==> src/rtl/sample_word_recorder.sv <==
// Serial capture of CHANNELS bit-streams into WORD_W-bit words.
// Completed word vectors are queued in a small FIFO with overflow accounting.
module sample_word_recorder #(
    parameter int CHANNELS   = 1,
    parameter int WORD_W     = 32,
    parameter int FIFO_DEPTH = 4,
    parameter int MSB_FIRST  = 0
) (
    input  logic                               clk,
    input  logic                               resetN,
    input  logic                               enable,
    input  logic                               clear,
    input  logic                               samplePulse,
    input  logic [CHANNELS-1:0]                dIn,
    output logic [CHANNELS*WORD_W-1:0]         outData,
    output logic                               outValid,
    input  logic                               outReady,
    output logic                               overflow,
    output logic [15:0]                        dropCount,
    output logic [$clog2(WORD_W+1)-1:0]        bitCount,
    output logic [$clog2(FIFO_DEPTH+1)-1:0]    fillLevel
);

    localparam int BW = $clog2(WORD_W + 1);
    localparam int PW = $clog2(FIFO_DEPTH);
    localparam int VW = CHANNELS * WORD_W;

    logic          pulseQ;
    logic          strobe;
    logic          wordDone;
    logic          full;
    logic          pop;
    logic          push;
    logic          drop;
    logic [VW-1:0] shQ;
    logic [VW-1:0] shNext;
    logic [VW-1:0] mem [FIFO_DEPTH];
    logic [PW:0]   wrPtr;
    logic [PW:0]   rdPtr;
    logic [PW:0]   count;

    assign strobe   = samplePulse & ~pulseQ & enable & ~clear;
    assign wordDone = strobe & (bitCount == BW'(WORD_W - 1));

    // Next shift value already contains the current bit, so the
    // completing strobe can push it without an extra cycle.
    always_comb begin
        shNext = shQ;
        for (int c = 0; c < CHANNELS; c++) begin
            if (MSB_FIRST != 0)
                shNext[c*WORD_W +: WORD_W] =
                    {shQ[c*WORD_W +: WORD_W-1], dIn[c]};
            else
                shNext[c*WORD_W +: WORD_W] =
                    {dIn[c], shQ[c*WORD_W+1 +: WORD_W-1]};
        end
    end

    assign count     = wrPtr - rdPtr;
    assign full      = (count == (PW+1)'(FIFO_DEPTH));
    assign outValid  = (count != '0);
    assign pop       = outValid & outReady;
    assign push      = wordDone & (~full | pop);
    assign drop      = wordDone & full & ~pop;
    assign fillLevel = count;
    assign outData   = outValid ? mem[rdPtr[PW-1:0]] : '0;

    always_ff @(posedge clk or negedge resetN) begin
        if (!resetN)
            pulseQ <= 1'b0;
        else
            pulseQ <= samplePulse;
    end

    always_ff @(posedge clk or negedge resetN) begin
        if (!resetN) begin
            shQ       <= '0;
            bitCount  <= '0;
            wrPtr     <= '0;
            rdPtr     <= '0;
            overflow  <= 1'b0;
            dropCount <= '0;
        end else if (clear) begin
            shQ       <= '0;
            bitCount  <= '0;
            wrPtr     <= '0;
            rdPtr     <= '0;
            overflow  <= 1'b0;
            dropCount <= '0;
        end else begin
            if (strobe) begin
                shQ      <= shNext;
                bitCount <= wordDone ? '0 : bitCount + 1'b1;
            end
            if (push)
                wrPtr <= wrPtr + 1'b1;
            if (pop)
                rdPtr <= rdPtr + 1'b1;
            if (drop) begin
                overflow <= 1'b1;
                if (dropCount != 16'hFFFF)
                    dropCount <= dropCount + 16'd1;
            end
        end
    end

    always_ff @(posedge clk or negedge resetN) begin
        if (!resetN) begin
            for (int i = 0; i < FIFO_DEPTH; i++)
                mem[i] <= '0;
        end else if (push) begin
            mem[wrPtr[PW-1:0]] <= shNext;
        end
    end

endmodule

==> config.mk <==
export PLATFORM = sky130hd
export DESIGN_NAME = sample_word_recorder
export DESIGN_NICKNAME = d
export VERILOG_FILES = /design/src/rtl/sample_word_recorder.sv
export SDC_FILE = /design/constraint.sdc
export NUM_CORES = 1
export LEC_CHECK = 0
export CAP_MARGIN = 20
export CORE_ASPECT_RATIO = 0.75
export CORE_MARGIN = 2
export CORE_UTILIZATION = 59
export DETAILED_ROUTE_END_ITERATION = 10
export PLACE_DENSITY = 0.8
export SETUP_SLACK_MARGIN = 0.5
export SLEW_MARGIN = 0
export SYNTH_ARGS = -nofsm -noshare
export SYNTH_HDL_FRONTEND = slang
export SYNTH_SLANG_ARGS = --single-unit
==> constraint.sdc <==
create_clock -name clk -period 3.72 [get_ports clk]
set_input_delay 0.558 -clock clk [delete_from_list [all_inputs] [get_ports clk]]
set_output_delay 0.558 -clock clk [all_outputs]
set_load 0.05 [all_outputs]
==> impl_metrics.yaml <==
outcome:
  outcome: "finished, final reports clean"
place:
  gp_congestion: 0.784
  port_buffers: 65
  place_area_um2: 9520
  dp_slack_ns: 0.766
  hpwlAfterDp_mm: 11.1
pwr:
  power.density_nw_per_um2: 445
  p_leak_nw: 4.62
  ir_drop_mv: 0.356
global_routing:
  grt_max_degree: 97
  grt_pass1_wl_mm: 31.2
  grt_overflow: 0
  grt_pass1_vias: 5887
  grtUsageTotal_pct: 25.3
  antenna_found_initial: 0
synthesis:
  avgSynthCellArea_um2: 13.2
  synthDistinctLibCells: 42
  synth_area_um2: 8820
  ys_seq_elements: 189
  synth.top_cells.by_area: "dfrtp_1, mux2_2, mux4_2, nand2_1, a21oi_1"
  syn_inst: 669
  syn_nets: 685
  seq_area_frac_synth_pct: 53.6
  yosysTopAreaCell: "dfrtp_1"
  yosys_warnings: 0
  synth_top_cell_area_share_pct: 53.6
setup_path:
  crit_path_frequent_cell: "inv_1"
  cp_num_cells: 5
  crit_chain: "inv_1, ha_1, fa_2, inv_1, clkdlybuf4s50_1"
  worst_ep_required_time_ns: 3.16
  path_delay_family: "buffers and inverters"
  crit_path_start_kind: "flop"
  worstSetupPathType: "flop to output pin"
  reg2reg_from: "wrPtr[0]"
  critPathBufInv: 3
  rr_worst_depth: 9
  worstPathArrival_ns: 2.55
  reg2reg_to: "mem[77]"
  crit_slowest_cell: "clkdlybuf4s50_1"
  critPathCaptureType: "output pin"
  slowest_delay_ns: 0.81
  setup.reg_to_reg.worst_slack_ns: 0.81
  path_max_fanout: 4
detailed_routing:
  drtPass1Iterations: 4
  routed_via_density: 5.99
  drc: 0
  drtIter0Drc: 331
  post_drt_wl_per_cell_um: 20.0
  routed_wl_mm: 18.9
  detail-route-antenna-nets: 0
  vias: 5644
clock_tree:
  cts_buffers: 17
  ctsHtreeMaxLevel: 4
  tritoncts: "built"
  cts_root_buf: "clkbuf_16"
  ctsLongestPathBuffers: 2
  worstSkewPairLatency_ns: 0.43
  clk_pin_slew_ns: 0.07
  clock-sinks: 189
  hold_buffers: 0
timing:
  finalMaxSlewViolations: 0
  max_freq_mhz: 321
  setup_slack_ns: 0.609
  period_share_pct: 83.6
  fin_hold_ws_ns: 0.201
  fin_setup_tns_ns: 0
  slew_headroom_pct: 39.6
  tightest_slew_ns: 0.906
  final_hold_viol_count: 0
  rsz0062_at_grt: "no"
  setup_viol: 0
  min_period_ns: 3.11
  skew_ns: 0.0138
die:
  die_h_um: 110
  die_w_um: 145
  start_util_pct: 60.6
  fp.dieArea_um2: 16000
  coreArea_um2: 14500
  rows: 38
  design.portCount: 66
cells_and_area:
  design_area_um2: 10100
  final_common_cell: "dfrtp_1"
  final_cell_mix: "dfrtp_1, mux2_2, nand2_1, a21oi_1, buf_4"
  final_layout_size_suffix_gt1_share_pct: 33.6
  layout.nets: 746
  n_antenna_cell: 0
  syn2layout_area_growth_pct: 15.0
min_path:
  worstHoldPathType: "input port to async pin"
flow_run:
  cap_viol_max_count: 0
==> Yosys cell counts <==
master	n
a21oi_1	51
dfrtp_1	189
a311oi_1	1
xor2_1	3
nor4_2	1
nor4b_4	4
o41ai_1	2
mux4_2	32
or4b_2	2
and3b_1	2
mux2_1	9
nor4_1	1
ha_1	8
o21ai_0	5
nand2_1	75
fa_1	1
mux2_2	120
nand2b_1	1
nor2b_1	33
o31ai_1	12
o21ba_2	1
nand3b_1	2
and2_1	1
buf_6	13
buf_2	5
nor4b_1	1
clkbuf_1	21
and3_1	2
or3_1	3
nor3_1	3
and4_1	3
or4_1	12
nor2_1	14
and4b_1	2
o31a_1	1
and2_4	1
xor3_2	1
nand3_1	9
nand4_1	8
mux2i_1	2
buf_1	5
inv_1	7
==> state kept, by name, indices dropped and copies added, names as in the netlist <==
name	cells
wrPtr	3
rdPtr	3
pulseQ	1
overflow	1
mem	128
dropCount	16
shQ	31
bitCount	6
==> logic make-up (layout without fill, tap and decap cells) <==
logic type | count (synthesis) | in the layout | share of synthesized area [%]
flip-flops | 189 | 189 | 53.6
AND/OR/NAND/NOR | 180 | 180 | 11.5
multiplexers | 163 | 163 | 24.9
AO/OA/AOI/OAI | 73 | 73 | 4.71
buffers and inverters | 51 | 124 | 3.35
adder cells (fa/ha/maj) | 9 | 9 | 1.36
XOR/XNOR | 4 | 4 | 0.582
==> worst max-delay path by stage <==
stage,start,end
after floorplan,wrPtr[0],outData[10]
after global placement,wrPtr[0],fillLevel[2]
after detailed placement,wrPtr[0],mem[14]
after CTS,wrPtr[0],outData[28]
after global routing,wrPtr[0],fillLevel[1]
final,wrPtr[0],fillLevel[1]
==> power by group <==
group	switching [mW]	internal (mW)
clock	0.765	1.00
sequential	0.00715	2.06
combinational	0.447	0.226
total	1.22	3.29
==> per-stage QoR <==
step           std cells  power (mW)  util, %
6_report             942        4.51     69.7
3_3_place_gp         908        2.65     65.4
5_1_grt              942        4.68     69.7
2_1_floorplan        669        2.47        -
4_1_cts              941        4.56     69.7
3_5_place_dp         908        2.67     65.4
==> layout make-up <==
class                           instances  area [um2]
Clock inverter                         10         115
Tap cell                              200         250
Sequential cell                       189        4730
Fill cell                            1007        4410
Timing Repair Buffer                   86         766
Inverter                                7        26.3
Multi-Input combinational cell        429        3800
Clock buffer                           21         450
==> timing repair <==
action / 4_1_cts / 5_1_grt
resized for setup: 5 / 2
setup endpoints to repair: 34 / 17
gates cloned: 1 / 0
setup buffers: 1 / 1
pin swaps: 1 / 0
==> metal layers <==
layer	track usage (%)	share of wire, %
met5	0	0
met3	6.56	5.4
met1	33.1	43
met2	42.5	51
met4	7.98	1.4
(Power assumes the default switching activity.)
